## config.mk

```make
export PLATFORM = sky130hd
export DESIGN_NAME = timer_reg_master_flat
export DESIGN_NICKNAME = d
export VERILOG_FILES = /design/src/rtl/timer_reg_master_if.sv /design/src/rtl/timer_reg_master.sv /design/src/flat_wrapper.sv
export SDC_FILE = /design/constraint.sdc
export NUM_CORES = 1
export LEC_CHECK = 0
export BUFFER_PORTS_ARGS = -buffer_cell sky130_fd_sc_hd__buf_2
export CAP_MARGIN = 20
export CORE_ASPECT_RATIO = 0.9
export CORE_MARGIN = 5
export CORE_UTILIZATION = 55
export CTS_BUF_LIST = sky130_fd_sc_hd__clkbuf_8
export DETAILED_ROUTE_END_ITERATION = 16
export PLACE_DENSITY = 0.78
export SLEW_MARGIN = 10
export SYNTH_ARGS = -nofsm -noshare
export SYNTH_HDL_FRONTEND = slang
export SYNTH_SLANG_ARGS = --single-unit
```

## constraint.sdc

```tcl
create_clock -name clk -period 6.3 [get_ports clk]
set_clock_uncertainty 0.05 [all_clocks]
set_input_delay 1.575 -clock clk [delete_from_list [all_inputs] [get_ports clk]]
set_output_delay 1.575 -clock clk [all_outputs]
set_load 0.02 [all_outputs]
```

## src/rtl/timer_reg_master_if.sv

```systemverilog
// rtl/timer_reg_master_if.sv - command, response and timer register bus signals
interface timer_reg_master_if #(
    parameter int P_ADDR_WIDTH = 8,
    parameter int P_DATA_WIDTH = 32
);
    logic                    cmd_valid;
    logic                    cmd_ready;
    logic                    cmd_kind;
    logic [P_ADDR_WIDTH-1:0] cmd_addr;
    logic [P_DATA_WIDTH-1:0] cmd_wdata;
    logic                    rsp_valid;
    logic                    rsp_ready;
    logic                    rsp_kind;
    logic [P_DATA_WIDTH-1:0] rsp_rdata;
    logic                    rsp_err;
    logic                    bus_req;
    logic                    bus_we;
    logic [P_ADDR_WIDTH-1:0] bus_addr;
    logic [P_DATA_WIDTH-1:0] bus_wdata;
    logic                    bus_ready;
    logic [P_DATA_WIDTH-1:0] bus_rdata;

    // Initiator side: the timer_reg_master itself.
    modport master (
        input  cmd_valid, cmd_kind, cmd_addr, cmd_wdata,
        output cmd_ready,
        output rsp_valid, rsp_kind, rsp_rdata, rsp_err,
        input  rsp_ready,
        output bus_req, bus_we, bus_addr, bus_wdata,
        input  bus_ready, bus_rdata
    );

    // Environment side: command source, response sink and timer responder.
    modport slave (
        output cmd_valid, cmd_kind, cmd_addr, cmd_wdata,
        input  cmd_ready,
        input  rsp_valid, rsp_kind, rsp_rdata, rsp_err,
        output rsp_ready,
        input  bus_req, bus_we, bus_addr, bus_wdata,
        output bus_ready, bus_rdata
    );
endinterface

```

## src/rtl/timer_reg_master.sv

```systemverilog
// rtl/timer_reg_master.sv - queued register-bus initiator for the timer peripheral
module timer_reg_master #(
    parameter int P_ADDR_WIDTH = 8,
    parameter int P_DATA_WIDTH = 32,
    parameter int P_FIFO_DEPTH = 4,
    parameter int P_TIMEOUT    = 16
) (
    input  logic                 clk,
    input  logic                 rst,
    timer_reg_master_if.master   bif
);
    localparam int AW = $clog2(P_FIFO_DEPTH);
    localparam int CW = AW + 1;
    localparam int TW = $clog2(P_TIMEOUT) + 1;
    localparam int EW = 1 + P_ADDR_WIDTH + P_DATA_WIDTH;

    typedef enum logic [1:0] {S_IDLE, S_ACCESS, S_RESP} state_t;

    state_t                  state_q, state_d;
    logic [TW-1:0]           to_q, to_d;
    logic [EW-1:0]           fifo_mem_q [P_FIFO_DEPTH];
    logic [EW-1:0]           fifo_mem_d [P_FIFO_DEPTH];
    logic [AW-1:0]           wr_ptr_q, wr_ptr_d, rd_ptr_q, rd_ptr_d;
    logic [CW-1:0]           count_q, count_d;
    logic                    cmd_ready_q, cmd_ready_d;
    logic                    bus_req_q, bus_req_d;
    logic                    bus_we_q, bus_we_d;
    logic [P_ADDR_WIDTH-1:0] bus_addr_q, bus_addr_d;
    logic [P_DATA_WIDTH-1:0] bus_wdata_q, bus_wdata_d;
    logic                    rsp_valid_q, rsp_valid_d;
    logic                    rsp_kind_q, rsp_kind_d;
    logic [P_DATA_WIDTH-1:0] rsp_rdata_q, rsp_rdata_d;
    logic                    rsp_err_q, rsp_err_d;

    logic                    push, pop, timeout_hit, head_legal;
    logic [EW-1:0]           head;
    logic                    head_kind;
    logic [P_ADDR_WIDTH-1:0] head_addr;
    logic [P_DATA_WIDTH-1:0] head_wdata;

    function automatic logic is_legal(input logic [P_ADDR_WIDTH-1:0] a);
        return (a == P_ADDR_WIDTH'(0)) || (a == P_ADDR_WIDTH'(4)) || (a == P_ADDR_WIDTH'(8));
    endfunction

    assign push        = bif.cmd_valid & cmd_ready_q;
    assign pop         = (state_q == S_IDLE) && (count_q != '0);
    assign head        = fifo_mem_q[rd_ptr_q];
    assign head_kind   = head[EW-1];
    assign head_addr   = head[EW-2 -: P_ADDR_WIDTH];
    assign head_wdata  = head[P_DATA_WIDTH-1:0];
    assign head_legal  = is_legal(head_addr);
    assign timeout_hit = (to_q == TW'(P_TIMEOUT - 1));

    // Command FIFO bookkeeping; cmd_ready is registered from the post-edge fill level.
    always_comb begin
        fifo_mem_d = fifo_mem_q;
        wr_ptr_d   = wr_ptr_q;
        rd_ptr_d   = rd_ptr_q;
        count_d    = count_q;
        if (push) begin
            fifo_mem_d[wr_ptr_q] = {bif.cmd_kind, bif.cmd_addr, bif.cmd_wdata};
            wr_ptr_d             = wr_ptr_q + AW'(1);
        end
        if (pop) begin
            rd_ptr_d = rd_ptr_q + AW'(1);
        end
        case ({push, pop})
            2'b10:   count_d = count_q + CW'(1);
            2'b01:   count_d = count_q - CW'(1);
            default: count_d = count_q;
        endcase
        cmd_ready_d = (count_d != CW'(P_FIFO_DEPTH));
    end

    // FIFO storage and pointers; reset flushes by clearing the pointers.
    always_ff @(posedge clk) begin
        fifo_mem_q <= fifo_mem_d;
        if (rst) begin
            wr_ptr_q    <= '0;
            rd_ptr_q    <= '0;
            count_q     <= '0;
            cmd_ready_q <= 1'b1;
        end else begin
            wr_ptr_q    <= wr_ptr_d;
            rd_ptr_q    <= rd_ptr_d;
            count_q     <= count_d;
            cmd_ready_q <= cmd_ready_d;
        end
    end

    // FSM state register together with the access timeout counter.
    always_ff @(posedge clk) begin
        if (rst) begin
            state_q <= S_IDLE;
            to_q    <= '0;
        end else begin
            state_q <= state_d;
            to_q    <= to_d;
        end
    end

    // Next-state logic; bus_ready wins over the timeout in the same cycle.
    always_comb begin
        state_d = state_q;
        to_d    = to_q;
        case (state_q)
            S_IDLE: begin
                if (pop) begin
                    to_d    = '0;
                    state_d = head_legal ? S_ACCESS : S_RESP;
                end
            end
            S_ACCESS: begin
                if (bif.bus_ready || timeout_hit) begin
                    state_d = S_RESP;
                end else begin
                    to_d = to_q + TW'(1);
                end
            end
            S_RESP: begin
                if (bif.rsp_ready) begin
                    state_d = S_IDLE;
                end
            end
            default: state_d = S_IDLE;
        endcase
    end

    // Output logic: next values of the registered bus and response outputs.
    always_comb begin
        bus_req_d   = bus_req_q;
        bus_we_d    = bus_we_q;
        bus_addr_d  = bus_addr_q;
        bus_wdata_d = bus_wdata_q;
        rsp_valid_d = rsp_valid_q;
        rsp_kind_d  = rsp_kind_q;
        rsp_rdata_d = rsp_rdata_q;
        rsp_err_d   = rsp_err_q;
        case (state_q)
            S_IDLE: begin
                if (pop) begin
                    rsp_kind_d = head_kind;
                    if (head_legal) begin
                        bus_req_d   = 1'b1;
                        bus_we_d    = ~head_kind;
                        bus_addr_d  = head_addr;
                        bus_wdata_d = head_wdata;
                    end else begin
                        rsp_valid_d = 1'b1;
                        rsp_rdata_d = '0;
                        rsp_err_d   = 1'b1;
                    end
                end
            end
            S_ACCESS: begin
                if (bif.bus_ready) begin
                    bus_req_d   = 1'b0;
                    rsp_valid_d = 1'b1;
                    rsp_rdata_d = bus_we_q ? '0 : bif.bus_rdata;
                    rsp_err_d   = 1'b0;
                end else if (timeout_hit) begin
                    bus_req_d   = 1'b0;
                    rsp_valid_d = 1'b1;
                    rsp_rdata_d = '0;
                    rsp_err_d   = 1'b1;
                end
            end
            S_RESP: begin
                if (bif.rsp_ready) begin
                    rsp_valid_d = 1'b0;
                end
            end
            default: ;
        endcase
    end

    // Registered outputs with their reset values.
    always_ff @(posedge clk) begin
        if (rst) begin
            bus_req_q   <= 1'b0;
            bus_we_q    <= 1'b0;
            bus_addr_q  <= '0;
            bus_wdata_q <= '0;
            rsp_valid_q <= 1'b0;
            rsp_kind_q  <= 1'b0;
            rsp_rdata_q <= '0;
            rsp_err_q   <= 1'b0;
        end else begin
            bus_req_q   <= bus_req_d;
            bus_we_q    <= bus_we_d;
            bus_addr_q  <= bus_addr_d;
            bus_wdata_q <= bus_wdata_d;
            rsp_valid_q <= rsp_valid_d;
            rsp_kind_q  <= rsp_kind_d;
            rsp_rdata_q <= rsp_rdata_d;
            rsp_err_q   <= rsp_err_d;
        end
    end

    assign bif.cmd_ready = cmd_ready_q;
    assign bif.bus_req   = bus_req_q;
    assign bif.bus_we    = bus_we_q;
    assign bif.bus_addr  = bus_addr_q;
    assign bif.bus_wdata = bus_wdata_q;
    assign bif.rsp_valid = rsp_valid_q;
    assign bif.rsp_kind  = rsp_kind_q;
    assign bif.rsp_rdata = rsp_rdata_q;
    assign bif.rsp_err   = rsp_err_q;
endmodule

```

## src/flat_wrapper.sv

```systemverilog
// flat-port wrapper written by rule: the top's interface ports become plain ports
module timer_reg_master_flat 
#(
    parameter int P_ADDR_WIDTH = 8,
    parameter int P_DATA_WIDTH = 32,
    parameter int P_FIFO_DEPTH = 4,
    parameter int P_TIMEOUT    = 16
)
  (clk, rst, bif_cmd_valid, bif_cmd_kind, bif_cmd_addr, bif_cmd_wdata, bif_cmd_ready, bif_rsp_valid, bif_rsp_kind, bif_rsp_rdata, bif_rsp_err, bif_rsp_ready, bif_bus_req, bif_bus_we, bif_bus_addr, bif_bus_wdata, bif_bus_ready, bif_bus_rdata);
  timer_reg_master_if #(.P_ADDR_WIDTH(P_ADDR_WIDTH), .P_DATA_WIDTH(P_DATA_WIDTH)) bif_i ();
  input  logic clk;
  input  logic rst;
  input wire logic [$bits(bif_i.cmd_valid)-1:0] bif_cmd_valid;
  input wire logic [$bits(bif_i.cmd_kind)-1:0] bif_cmd_kind;
  input wire logic [$bits(bif_i.cmd_addr)-1:0] bif_cmd_addr;
  input wire logic [$bits(bif_i.cmd_wdata)-1:0] bif_cmd_wdata;
  output wire logic [$bits(bif_i.cmd_ready)-1:0] bif_cmd_ready;
  output wire logic [$bits(bif_i.rsp_valid)-1:0] bif_rsp_valid;
  output wire logic [$bits(bif_i.rsp_kind)-1:0] bif_rsp_kind;
  output wire logic [$bits(bif_i.rsp_rdata)-1:0] bif_rsp_rdata;
  output wire logic [$bits(bif_i.rsp_err)-1:0] bif_rsp_err;
  input wire logic [$bits(bif_i.rsp_ready)-1:0] bif_rsp_ready;
  output wire logic [$bits(bif_i.bus_req)-1:0] bif_bus_req;
  output wire logic [$bits(bif_i.bus_we)-1:0] bif_bus_we;
  output wire logic [$bits(bif_i.bus_addr)-1:0] bif_bus_addr;
  output wire logic [$bits(bif_i.bus_wdata)-1:0] bif_bus_wdata;
  input wire logic [$bits(bif_i.bus_ready)-1:0] bif_bus_ready;
  input wire logic [$bits(bif_i.bus_rdata)-1:0] bif_bus_rdata;
  assign bif_i.cmd_valid = bif_cmd_valid;
  assign bif_i.cmd_kind = bif_cmd_kind;
  assign bif_i.cmd_addr = bif_cmd_addr;
  assign bif_i.cmd_wdata = bif_cmd_wdata;
  assign bif_cmd_ready = bif_i.cmd_ready;
  assign bif_rsp_valid = bif_i.rsp_valid;
  assign bif_rsp_kind = bif_i.rsp_kind;
  assign bif_rsp_rdata = bif_i.rsp_rdata;
  assign bif_rsp_err = bif_i.rsp_err;
  assign bif_i.rsp_ready = bif_rsp_ready;
  assign bif_bus_req = bif_i.bus_req;
  assign bif_bus_we = bif_i.bus_we;
  assign bif_bus_addr = bif_i.bus_addr;
  assign bif_bus_wdata = bif_i.bus_wdata;
  assign bif_i.bus_ready = bif_bus_ready;
  assign bif_i.bus_rdata = bif_bus_rdata;
  timer_reg_master #(.P_ADDR_WIDTH(P_ADDR_WIDTH), .P_DATA_WIDTH(P_DATA_WIDTH), .P_FIFO_DEPTH(P_FIFO_DEPTH), .P_TIMEOUT(P_TIMEOUT)) u_core (.clk(clk), .rst(rst), .bif(bif_i));
endmodule
```

### Yosys cells after proc, flatten, opt, wreduce, memory -nomap -nowiden

Cells that the tools add are included.

| operators by class | value |
|---|---|
| equal/unequal tests | 15 |
| add/subtract/negate cells | 5 |
| div/mod/pow operators | 0 |
| multiplexer cells | 34 |
| reductions and logical operators | 17 |
| bitwise logic cells | 4 |
| shift-type cells | 0 |
| multipliers | 0 |
| $lt $le $gt $ge | 3 |

Operator list:

| operator | number |
|---|---|
| $bwmux 164 | 1 |
| $mux 32 | 5 |
| $mux 41 | 3 |
| $bmux 41 s2 | 1 |
| $demux 41 s2 | 1 |
| $pmux 32 s2 | 1 |
| $mux 1 | 10 |
| $mux 5 | 2 |
| $pmux 5 s2 | 1 |
| $reduce_and 3->1 | 3 |
| $eq 8x3->1 const B | 1 |
| $eq 8x4->1 const B | 1 |
| $logic_not 8->1 | 1 |
| $mux 2 | 4 |
| $reduce_and 4->1 | 2 |
| $ge 3x3->1 const B | 2 |
| $ne 2x1->1 const B | 3 |
| $ne 2x2->1 const B | 3 |
| $not 2->3 | 2 |
| $pmux 2 s3 | 1 |
| $pmux 3 s2 | 1 |
| $reduce_bool 3->1 | 2 |
| $add 5x1->5 const B | 1 |
| $eq 5x4->1 const B | 1 |
| 18 further kinds | 25 |

| storage, ports and cells | value |
|---|---|
| bits in writable memories | 0 |
| latch bits | 0 |
| logic and storage cells | 96 |
| input port bits | 78 |
| memories | 0 |
| output and inout port bits | 78 |
| flip-flop bits (word level) | 256 |
| memory bits (read-only) | 0 |

### Longest topological paths before layout

Gate-level depths: netlist (run 1).

| depth | value |
|---|---|
| depth after elaboration | 10 |
| depth in mapped cells | 13 |
| depth with buffers taken out | 10 |

### Least setup slack after synthesis (run 1)

Ideal clock, no wire load.

| timing path | value |
|---|---|
| path type | in2reg |
| start point | input port bif_cmd_valid |
| end point | register u_core.cmd_ready_q (netlist: u_core.bif.cmd_ready) |
| path slack | 3.147 ns |
| path buffers | 0 |
| cell stages on the path | 8 |
| library setup time | 0.119 ns |
| required time | 6.131 ns |
| arrival time | 2.984 ns |
| cell sequence | nand2_1 -> ha_1 -> inv_1 -> fa_1 -> xor2_1 -> or3_1 -> a21oi_1 -> nand2_1 |

| on the way | value |
|---|---|
| word-level cells in the longest chain between the ends | 4 |
| elaborated cells on any way between the ends | 5 |
| those cells by class | 3 x eq/ne; 1 x mux; 1 x bitwise |

RTL lines:

| element | line | text |
|---|---|---|
| start: declaration | flat_wrapper.sv:13 | `input wire logic [$bits(bif_i.cmd_valid)-1:0] bif_cmd_valid;` |
| $and 1x1->1 (*) | timer_reg_master.sv:45 | `assign push = bif.cmd_valid & cmd_ready_q;` |
| $eq 2x1->1 or $eq 2x2->1 (tied branches) | timer_reg_master.sv:67 | `case ({push, pop})` |
| $pmux 3 s2 (*) | timer_reg_master.sv:67 |  |
| $ne 3x3->1 (*) | timer_reg_master.sv:72 | `cmd_ready_d = (count_d != CW'(P_FIFO_DEPTH));` |
| end signal: assignment | timer_reg_master.sv:87 | `cmd_ready_q <= cmd_ready_d;` |
| end: declaration | timer_reg_master.sv:25 | `logic cmd_ready_q, cmd_ready_d;` |

Mark *: on every way between the ends. The rest lies on a longest branch, timed or not.
A chain may end at the register's enable or synchronous reset.

### Final worst setup path (run 1)

| timing path | value |
|---|---|
| start point | register u_core.rd_ptr_q[0] |
| end point | register u_core.state_q[1] |

| on the way | value |
|---|---|
| word-level cells in the longest chain between the ends | 10 |
| elaborated cells on any way between the ends | 12 |
| those cells by class | 2 x eq/ne; 6 x mux; 1 x bitwise; 3 x reduce/logical |

RTL lines:

| element | line | text |
|---|---|---|
| start: declaration | timer_reg_master.sv:23 | `logic [AW-1:0] wr_ptr_q, wr_ptr_d, rd_ptr_q, rd_ptr_d;` |
| start signal: assignment | timer_reg_master.sv:85 | `rd_ptr_q <= rd_ptr_d;` |
| $not 2->3 (not written as such) (*) | timer_reg_master.sv:47 | `assign head = fifo_mem_q[rd_ptr_q];` |
| $bmux 41 s2 (*) | timer_reg_master.sv:47 |  |
| $mux 41 (not written as such) (*) (2 in series) | timer_reg_master.sv:47 |  |
| $eq 8x3->1 or $logic_not 8->1 (tied branches) | timer_reg_master.sv:42 | `return (a == P_ADDR_WIDTH'(0)) \|\| (a == P_ADDR_WIDTH'(4)) \|\| (a == P_ADDR_WIDTH'(8));` |
| $logic_or 1x1->1 | timer_reg_master.sv:42 |  |
| $logic_or 1x1->1 (*) | timer_reg_master.sv:42 |  |
| $mux 2 (*) | timer_reg_master.sv:110 | `state_d = head_legal ? S_ACCESS : S_RESP;` |
| $mux 2 (*) | timer_reg_master.sv:108 | `if (pop) begin` |
| $pmux 2 s3 (*) | timer_reg_master.sv:106 | `case (state_q)` |
| end signal: assignment | timer_reg_master.sv:97 | `state_q <= state_d;` |
| end: declaration | timer_reg_master.sv:19 | `state_t state_q, state_d;` |

Mark *: on every way between the ends. The rest lies on a longest branch, timed or not. The select of a mux whose other input is x is not followed.

==> results of run 1 <==
final timing paths:
path,endpoint,from,slack [ns],cells after the start
setup / recovery,u_core.state_q[1]$_SDFFE_PP0P_,u_core.rd_ptr_q[0]$_SDFFE_PP0P_,2.64,6
hold / removal,u_core.bif.rsp_kind$_SDFFE_PP0P_,u_core.bif.rsp_kind$_SDFFE_PP0P_,0.40,2
setup reg to reg,u_core.state_q[1]$_SDFFE_PP0P_,u_core.rd_ptr_q[0]$_SDFFE_PP0P_,2.64,6
hold reg to reg,u_core.bif.rsp_kind$_SDFFE_PP0P_,u_core.bif.rsp_kind$_SDFFE_PP0P_,0.40,2
where the power goes:
group | internal (mW) | leakage (nW) | switching [mW]
logic | 0.285 | 1.39 | 0.461
clock network | 0.781 | 0.497 | 0.611
registers | 1.94 | 2.25 | 0.0798
cells in the mapped netlist (3+ instances only):
cell type / number / area, um^2
edfxtp_1: 164 / 4920
dfxtp_1: 92 / 1840
a21oi_1: 45 / 225
nand2_1: 45 / 169
o21ai_0: 40 / 200
nand3_1: 37 / 185
mux4_2: 36 / 811
a32oi_1: 32 / 280
o21ai_1: 30 / 150
clkbuf_1: 27 / 101
nor2_1: 19 / 71.3
buf_2: 10 / 50.1
buf_6: 8 / 90.1
inv_1: 8 / 30.0
ha_1: 7 / 87.6
and3_1: 6 / 37.5
nor3b_1: 6 / 45.0
xor2_1: 5 / 43.8
nand2b_1: 4 / 25.0
nor3_1: 4 / 20.0
nor4_1: 3 / 18.8
layer usage:
layer,vias to the layer above,share of wire
li1,2859,-
met1,3069,0.39
met2,287,0.50
met3,37,0.095
met4,8,0.015
met5,-,0.0022
through the flow:
stage          setup WS [ns]  cell area [um^2]  total power, mW  utilization  std cells
2_1_floorplan           3.15              9650             2.58            -        658
3_3_place_gp            2.63             10500             2.75        0.604       1012
3_5_place_dp            2.60             10500             2.78        0.604       1012
4_1_cts                 2.59             11400             4.18        0.652       1087
5_1_grt                 2.32             11400             4.36        0.656       1090
6_report                2.64             11400             4.16        0.656       1090
area by class of cell:
cell class / count / area [um^2]
Multi-Input combinational cell: 344 / 2600
Clock buffer: 52 / 716
Clock inverter: 23 / 119
Fill cell: 1225 / 6000
Tap cell: 240 / 300
Sequential cell: 256 / 6770
Inverter: 9 / 33.8
Timing Repair Buffer: 166 / 903
logic make-up after synthesis:
family / after synthesis
xor gates and xnor gates: 7
AOI/OAI and AO/OA: 157
and+or+nand+nor: 136
adders and majority gates: 8
buffers and inverters: 58
DFF: 256
muxes: 36
registers in the layout (all words and copies together) (netlist names):
signal,count
u_core.wr_ptr_q,2
u_core.count_q,3
u_core.bif.bus_wdata,32
u_core.bif.rsp_kind,1
u_core.bif.bus_we,1
u_core.bif.bus_addr,8
u_core.bif.rsp_rdata,32
u_core.rd_ptr_q,2
u_core.to_q,5
u_core.bif.bus_req,1
u_core.bif.cmd_ready,1
u_core.bif.rsp_valid,1
u_core.state_q,2
u_core.fifo_mem_q,164
u_core.bif.rsp_err,1
critical path: cells and delay by family, from the launching register on:
family,cells,cell delay [ns]
multiplexers,1,0.58
buffers and inverters,1,0.52
AND/OR/NAND/NOR,3,0.77
flip-flops,1,0.78
AO/OA/AOI/OAI,1,0.79
==> impl_metrics.yaml, run 1 <==
run_status:
  status: "complete, no violations"
placed_design:
  io_buffer_count: 155
  hpwl_um: 12500
  gp_congestion: 0.820
timing:
  grt_setup_unrepaired: "no"
  finalMaxSlewViolations: 0
  post-route-period-util: 0.582
  timing.final.crit_period_ns: 3.66
  fin_setup_tns_ns: 0
  hold_violations: 0
  slew_headroom: 0.310
  setup_viol: 0
  tightest_slew_ns: 1.03
  fmax_ghz: 0.273
  whs_ns: 0.400
setup_path:
  cp-start-kind: "flip-flop"
  end_kind: "flip-flop"
  slowest_stage: "o211a_2"
  arrival_ns: 4.03
  required_ns: 6.67
  crit_type: "flip-flop to flip-flop"
  critPathMaxFanout: 37
  crit_chain: "buf_4, mux4_2, nand2_1, o211a_2, nand2_4, and3_1"
  cp_slowest_stage_delay_ns: 0.79
grt:
  overflow: 0
  grtUsageTotal: 0.207
  met3_usage: 0.0619
  grt_use_met1: 0.255
  grt.met2_usage: 0.357
  antenna_found_initial: 4
  grt_pass1_vias: 6461
  grt_busiest_layer: "met2"
  grt_pass1_wl_um: 33100
  grt_max_degree: 69
floorplan:
  die_h_um: 136
  die_w_um: 150
  core_area_um2: 17400
  rows: 46
  start_util: 0.553
  dieArea_um2: 20300
  io_pins: 156
finish:
  layout_common_cells: "edfxtp_1, buf_2, dfxtp_1"
  drive_gt1_frac: 0.319
  antenna_cells: 0
  final_common_cell: "edfxtp_1"
  fin_nets: 904
  syn2layout_area_growth_pct: 18.6
logic_synthesis:
  synth-xor-area-share: 0.00635
  ys_ff_latch: 256
  synth-simple-area-share: 0.0691
  yosysUniqueCellTypes: 44
  synth_nets: 744
  async_reset_ff_frac: 0
  synth_adder_area_share: 0.0112
  synth_top_family_by_area: "compound AO/OA/AOI/OAI gates"
  yosysSeqAreaShare: 0.701
  synthMuxAreaShare: 0.0840
  syn_area_per_cell_um2: 14.7
  synthCells: 658
  synth-compound-area-share: 0.0973
  synth_edf_count: 164
  yosysWarnings: 0
  synthFlopType: "edfxtp_1"
  synth_area_um2: 9650
min_path:
  min_path_type: "flip-flop to flip-flop"
pwr:
  power_density_nw_per_um2: 364
  power_leakage_nw: 4.14
  peakVddDrop_uv: 284
clock_network:
  cts_setup_buffers: 0
  ctsHtreeMaxLevel: 2
  clkTransAtPathRegs_ns: 0.06
  cts_made_buffers: 41
  cts_tree: "done"
  cts_hold_buf: 0
  clk_latency_ns: 0.54
  clock-sinks: 256
  clockBufferDepth: 3
  clk_root_buffer_cell: "clkbuf_8"
  ctsResizeCount: 0
routing:
  drtAntennaViolNets: 0
  wl_per_cell_um: 19.4
  post-route-drc-count: 0
  drtIter0Drc: 565
  routed_via_density: 5.74
  wirelength_um: 21100
  vias: 6260
  drtPass1Iterations: 5
job:
  drv_cap: 0
Power figures use the tool's default switching activity.
==> inputs of run 2 (changes only) <==
--- a/config.mk
+++ b/config.mk
@@ -5,6 +5,7 @@
 export SDC_FILE = /design/constraint.sdc
 export NUM_CORES = 1
 export LEC_CHECK = 0
+export ABC_AREA = 1
 export BUFFER_PORTS_ARGS = -buffer_cell sky130_fd_sc_hd__buf_2
 export CAP_MARGIN = 20
 export CORE_ASPECT_RATIO = 0.9
==> constraint.sdc (replaced) <==
create_clock -name clk -period 3.5 [get_ports clk]
set_clock_uncertainty 0.05 [all_clocks]
set_input_delay 0.875 -clock clk [delete_from_list [all_inputs] [get_ports clk]]
set_output_delay 0.875 -clock clk [all_outputs]
set_load 0.02 [all_outputs]
==> impl_metrics.yaml, run 2 <==
run_status:
  status: "complete, no violations"
clock_network:
  cts_setup_buffers: 0
  ctsResizeCount: 0
  cts_tree: "done"
  clockBufferDepth: 3
  clk_latency_ns: 0.53
  cts_made_buffers: 42
  clock-sinks: 256
  ctsHtreeMaxLevel: 2
  clk_root_buffer_cell: "clkbuf_8"
  clkTransAtPathRegs_ns: 0.06
  cts_hold_buf: 0
logic_synthesis:
  synthCells: 857
  yosysSeqAreaShare: 0.681
  synth_area_um2: 9930
  synth_nets: 943
  netlist_top_cells_count: "edfxtp_1, nor2_1, dfxtp_1, nand2_1, o21ai_0"
  netlist_top_cells_area: "edfxtp_1, dfxtp_1, nor2_1, o21ai_0, nand2_4"
  synthFlopType: "edfxtp_1"
  yosysWarnings: 0
  async_reset_ff_frac: 0
  yosysTopAreaCell: "edfxtp_1"
  yosysUniqueCellTypes: 30
  ys_ff_latch: 256
  yosysMostFrequentCell: "edfxtp_1"
  syn_area_per_cell_um2: 11.6
  synth_edf_count: 164
  synth_top_cell_area_share: 0.496
timing:
  slew_headroom: 0.556
  setup_viol: 0
  post-route-period-util: 0.790
  grt_setup_unrepaired: "no"
  fmax_ghz: 0.362
  timing.final.crit_period_ns: 2.77
  fin_setup_tns_ns: 0
  tightest_slew_ns: 0.665
  finalMaxSlewViolations: 0
  hold_violations: 0
pwr:
  power_leakage_nw: 4.86
  power_density_nw_per_um2: 740
  peakVddDrop_uv: 342
finish:
  antenna_cells: 0
  largest_register_ff_count: 164
  drive_gt1_frac: 0.295
  layout_common_cells: "edfxtp_1, buf_2, nor2_1"
  final_common_cell: "edfxtp_1"
  largest_register: "u_core.fifo_mem_q"
  stdcell_area_um2: 11800
  syn2layout_area_growth_pct: 19.0
  fillers: 1286
  fin_nets: 1110
  fin_util: 0.669
setup_path:
  cpLargestDelayFamily: "simple AND/OR/NAND/NOR gates"
  cp_slowest_stage_delay_ns: 0.59
  end_kind: "flip-flop"
  cp-start-kind: "flip-flop"
  arrival_ns: 3.13
  critPathMaxFanout: 66
  slowest_stage: "buf_4"
  crit_type: "flip-flop to flip-flop"
  path_buf_inv: 2
  crit_chain: "buf_4, nand2_1, nand3_1, nand2_1, nor2_1, nor2_4, nand3_4, inv_4, o21ai_1, nor2_1"
  required_ns: 3.86
routing:
  wirelength_um: 21200
  vias: 6852
  wl_per_cell_um: 16.4
  routed_via_density: 5.28
  drtIter0Drc: 444
  post-route-drc-count: 0
  drtPass1Iterations: 5
  drtAntennaViolNets: 0
placed_design:
  gp_congestion: 0.793
  io_buffer_count: 155
  hpwl_um: 12900
  placedInstanceArea_um2: 10900
floorplan:
  core_area_um2: 17700
  die_w_um: 152
  start_util: 0.562
  die_h_um: 138
  io_pins: 156
  dieArea_um2: 20900
  rows: 46
grt:
  antenna_found_initial: 2
  grt_pass1_vias: 6747
  overflow: 0
  grt_pass1_wl_um: 33600
  grt_max_degree: 67
  grtUsageTotal: 0.205
job:
  drv_cap: 0
min_path:
  min_path_type: "flip-flop to flip-flop"
==> run 2: cell types whose count changed after synthesis, sizes merged, moves of 6 or more <==
cell | before | now
a32oi | 32 | 0
nand3 | 37 | 27
and3 | 6 | 0
nor2 | 21 | 159
o22ai | 1 | 33
mux4 | 36 | 0
nand2 | 46 | 123
nor3b | 6 | 0
o21ai | 70 | 112
inv | 9 | 34
==> run 2: stage by stage <==
stage          setup slack, ns  instances  power [mW]  hold slack [ns]
4_1_cts                  0.754       1297        8.81            0.412
3_5_place_dp             0.807       1220        6.06            0.400
3_3_place_gp             0.867       1220        6.00            0.395
5_1_grt                  0.490       1297        9.25            0.432
2_1_floorplan            0.229        857        5.64            0.393
6_report                 0.734       1297        8.74            0.409
==> run 2: tightest hold or removal path: stages (launching register included) <==
cell and delay, ns:
dfxtp_1 0.31, nand3_1 0.07, inv_1 0.04
==> run 2: cell families (layout without fill, tap and decap cells) <==
logic type | Yosys count | after routing | synth area share
and+or+nand+nor | 315 | 315 | 0.151
AOI/OAI and AO/OA | 195 | 195 | 0.114
xor gates and xnor gates | 1 | 1 | 0.000882
DFF | 256 | 256 | 0.681
buffers and inverters | 82 | 282 | 0.0414
adders and majority gates | 8 | 8 | 0.0108
==> run 2: layout make-up <==
cell class | instances | area (um^2) | share of cell area
clock buffers | 53 | 729 | 0.0617
clock inverters | 24 | 184 | 0.0156
inverters | 34 | 130 | 0.0110
multi-input cells | 519 | 2790 | 0.236
flip-flops and latches | 256 | 6770 | 0.573
well taps | 240 | 300 | 0.0254
repair buffers | 171 | 921 | 0.0779
==> run 2: path summary, 6_finish.rpt <==
| kind | depth (start not counted) | slack [ns] | endpoint | start |
|---|---|---|---|---|
| worst min-delay path | 2 | 0.41 | u_core.bif.bus_addr[5]$_SDFFE_PP0P_ | u_core.bif.bus_addr[5]$_SDFFE_PP0P_ |
| worst max register to register | 10 | 0.73 | u_core.bif.bus_wdata[10]$_SDFFE_PP0P_ | u_core.rd_ptr_q[0]$_SDFFE_PP0P_ |
| worst min register to register | 2 | 0.41 | u_core.bif.bus_addr[5]$_SDFFE_PP0P_ | u_core.bif.bus_addr[5]$_SDFFE_PP0P_ |
| worst max-delay path | 10 | 0.73 | u_core.bif.bus_wdata[10]$_SDFFE_PP0P_ | u_core.rd_ptr_q[0]$_SDFFE_PP0P_ |
==> run 2: power by group <==
| part | total (mW) | internal (mW) | switching [mW] |
|---|---|---|---|
| clock network | 2.74 | 1.59 | 1.15 |
| registers | 3.70 | 3.55 | 0.142 |
| logic | 2.31 | 0.666 | 1.64 |
==> run 2: per-layer routing <==
metal  global-route usage  vias to the layer above  share of wire
met4               0.0704                        4          0.021
met5                    0                        -        0.00099
met1                0.269                     3287           0.42
met2                0.345                      212           0.50
met3               0.0401                       36          0.065
li1                     -                     3313              -
==> inputs of run 3 (changes only) <==
==> constraint.sdc (replaced) <==
create_clock -name clk -period 2.86 [get_ports clk]
set_clock_uncertainty 0.05 [all_clocks]
set_input_delay 0.715 -clock clk [delete_from_list [all_inputs] [get_ports clk]]
set_output_delay 0.715 -clock clk [all_outputs]
set_load 0.02 [all_outputs]
==> impl_metrics.yaml, run 3 (same netlist as run 2, synthesis figures left out) <==
clock_network:
  clk_latency_ns: 0.53
  ctsResizeCount: 0
  clkTransAtPathRegs_ns: 0.07
  clk_root_buffer_cell: "clkbuf_8"
  clock-sinks: 256
  cts_hold_buf: 0
  ctsHtreeMaxLevel: 2
  cts_tree: "done"
  clockBufferDepth: 3
  cts_made_buffers: 41
  cts_setup_buffers: 0
job:
  drv_cap: 0
setup_path:
  cp-start-kind: "flip-flop"
  end_kind: "flip-flop"
  arrival_ns: 2.81
  critPathMaxFanout: 6
  worst_r2r_path_depth: 10
  required_ns: 3.22
  r2r-end: "u_core.bif.cmd_ready$_SDFF_PP1_"
  r2r_start: "u_core.state_q[1]$_SDFFE_PP0P_"
  crit_type: "flip-flop to flip-flop"
  ff2ff_setup_slack_ns: 0.40
timing:
  setup_viol: 0
  fin_setup_tns_ns: 0
  slew_headroom: 0.555
  post-route-period-util: 0.860
  hold_violations: 0
  whs_ns: 0.353
  timing.final.crit_period_ns: 2.46
  grt_setup_unrepaired: "no"
  setup_ws_ns: 0.401
  fmax_ghz: 0.407
  finalMaxSlewViolations: 0
  tightest_slew_ns: 0.666
grt:
  antenna_found_initial: 3
  grtUsageTotal: 0.214
  grt_max_degree: 52
  overflow: 0
  grt_pass1_wl_um: 35100
  grt_pass1_vias: 6992
placed_design:
  dp.cells: 1230
  placedInstanceArea_um2: 11000
  gp_congestion: 0.790
  io_buffer_count: 155
  hpwl_um: 13800
  dpl_worst_slack_ns: 0.428
min_path:
  hp-start: "bif_cmd_wdata[10]"
  min_path_type: "input pin to flip-flop"
  hold-path-endpoint: "u_core.fifo_mem_q[51]$_DFFE_PP_"
  worstHoldPathCells: 1
finish:
  layout.cells.non_filler: 1306
  syn2layout_area_growth_pct: 18.6
  drive_gt1_frac: 0.296
  fin_nets: 1119
  largest_register_ff_count: 164
  final_common_cell: "edfxtp_1"
  stdcell_area_um2: 11800
  layout_common_cells: "edfxtp_1, buf_2, nor2_1"
  fin_util: 0.667
  largest_register: "u_core.fifo_mem_q"
floorplan:
  dieArea_um2: 20900
  die_w_um: 152
  die_h_um: 138
  start_util: 0.562
  rows: 46
  io_pins: 156
  core_area_um2: 17700
routing:
  wirelength_um: 22200
  vias: 6909
  top_layer: "met5"
  wl_met2_um: 11200
  met3_length_um: 1230
  routed_via_density: 5.29
  drtAntennaViolNets: 0
  post-route-drc-count: 0
  m1WireLength_um: 9190
  drtIter0Drc: 529
  wl_per_cell_um: 17.0
  drtPass1Iterations: 4
run_status:
  status: "complete, no violations"
pwr:
  power_leakage_nw: 4.87
  power_mw: 10.4
  peakVddDrop_uv: 648
  power_density_nw_per_um2: 886
-- run 3: where the power goes --
group | internal [mW] | total, mW | switching (mW)
clock | 1.68 | 3.05 | 1.38
sequential | 4.35 | 4.53 | 0.180
combinational | 0.844 | 2.86 | 2.01
-- run 3: area by class of cell --
cell class / count / area [um^2]
Clock inverter: 25 / 130
Fill cell: 1313 / 5890
Timing Repair Buffer: 181 / 971
Inverter: 34 / 130
Tap cell: 240 / 300
Multi-Input combinational cell: 519 / 2790
Clock buffer: 50 / 688
Antenna cell: 1 / 2.50
Sequential cell: 256 / 6770
-- run 3: critical path, cell delays in order, from the launching register on --
cell and delay (ns):
dfxtp_1 0.36, nor2_2 0.23, nand2_1 0.18, inv_1 0.21
ha_1 0.18, inv_1 0.08, fa_1 0.45, o21ai_0 0.22
o21ai_0 0.11, a21oi_1 0.19, nand3_1 0.08
-- run 3: worst max path at each step --
stage          slack (ns)  cells after the start                      startpoint                               to
5_1_grt              0.10                     10  u_core.state_q[1]$_SDFFE_PP0P_  u_core.bif.cmd_ready$_SDFF_PP1_
3_5_place_dp         0.43                     10  u_core.state_q[1]$_SDFFE_PP0P_  u_core.bif.cmd_ready$_SDFF_PP1_
2_1_floorplan       -0.25                      2                   bif_cmd_valid   u_core.fifo_mem_q[0]$_DFFE_PP_
6_report             0.40                     10  u_core.state_q[1]$_SDFFE_PP0P_  u_core.bif.cmd_ready$_SDFF_PP1_
4_1_cts              0.38                     10  u_core.state_q[1]$_SDFFE_PP0P_  u_core.bif.cmd_ready$_SDFF_PP1_
3_3_place_gp         0.46                     10  u_core.state_q[1]$_SDFFE_PP0P_  u_core.bif.cmd_ready$_SDFF_PP1_
-- run 3: per-layer routing --
metal  global-route usage  vias to the layer above
met5                    0                        -
met4               0.0753                        4
met3               0.0411                       50
met2                0.367                      206
met1                0.274                     3320
li1                     -                     3329
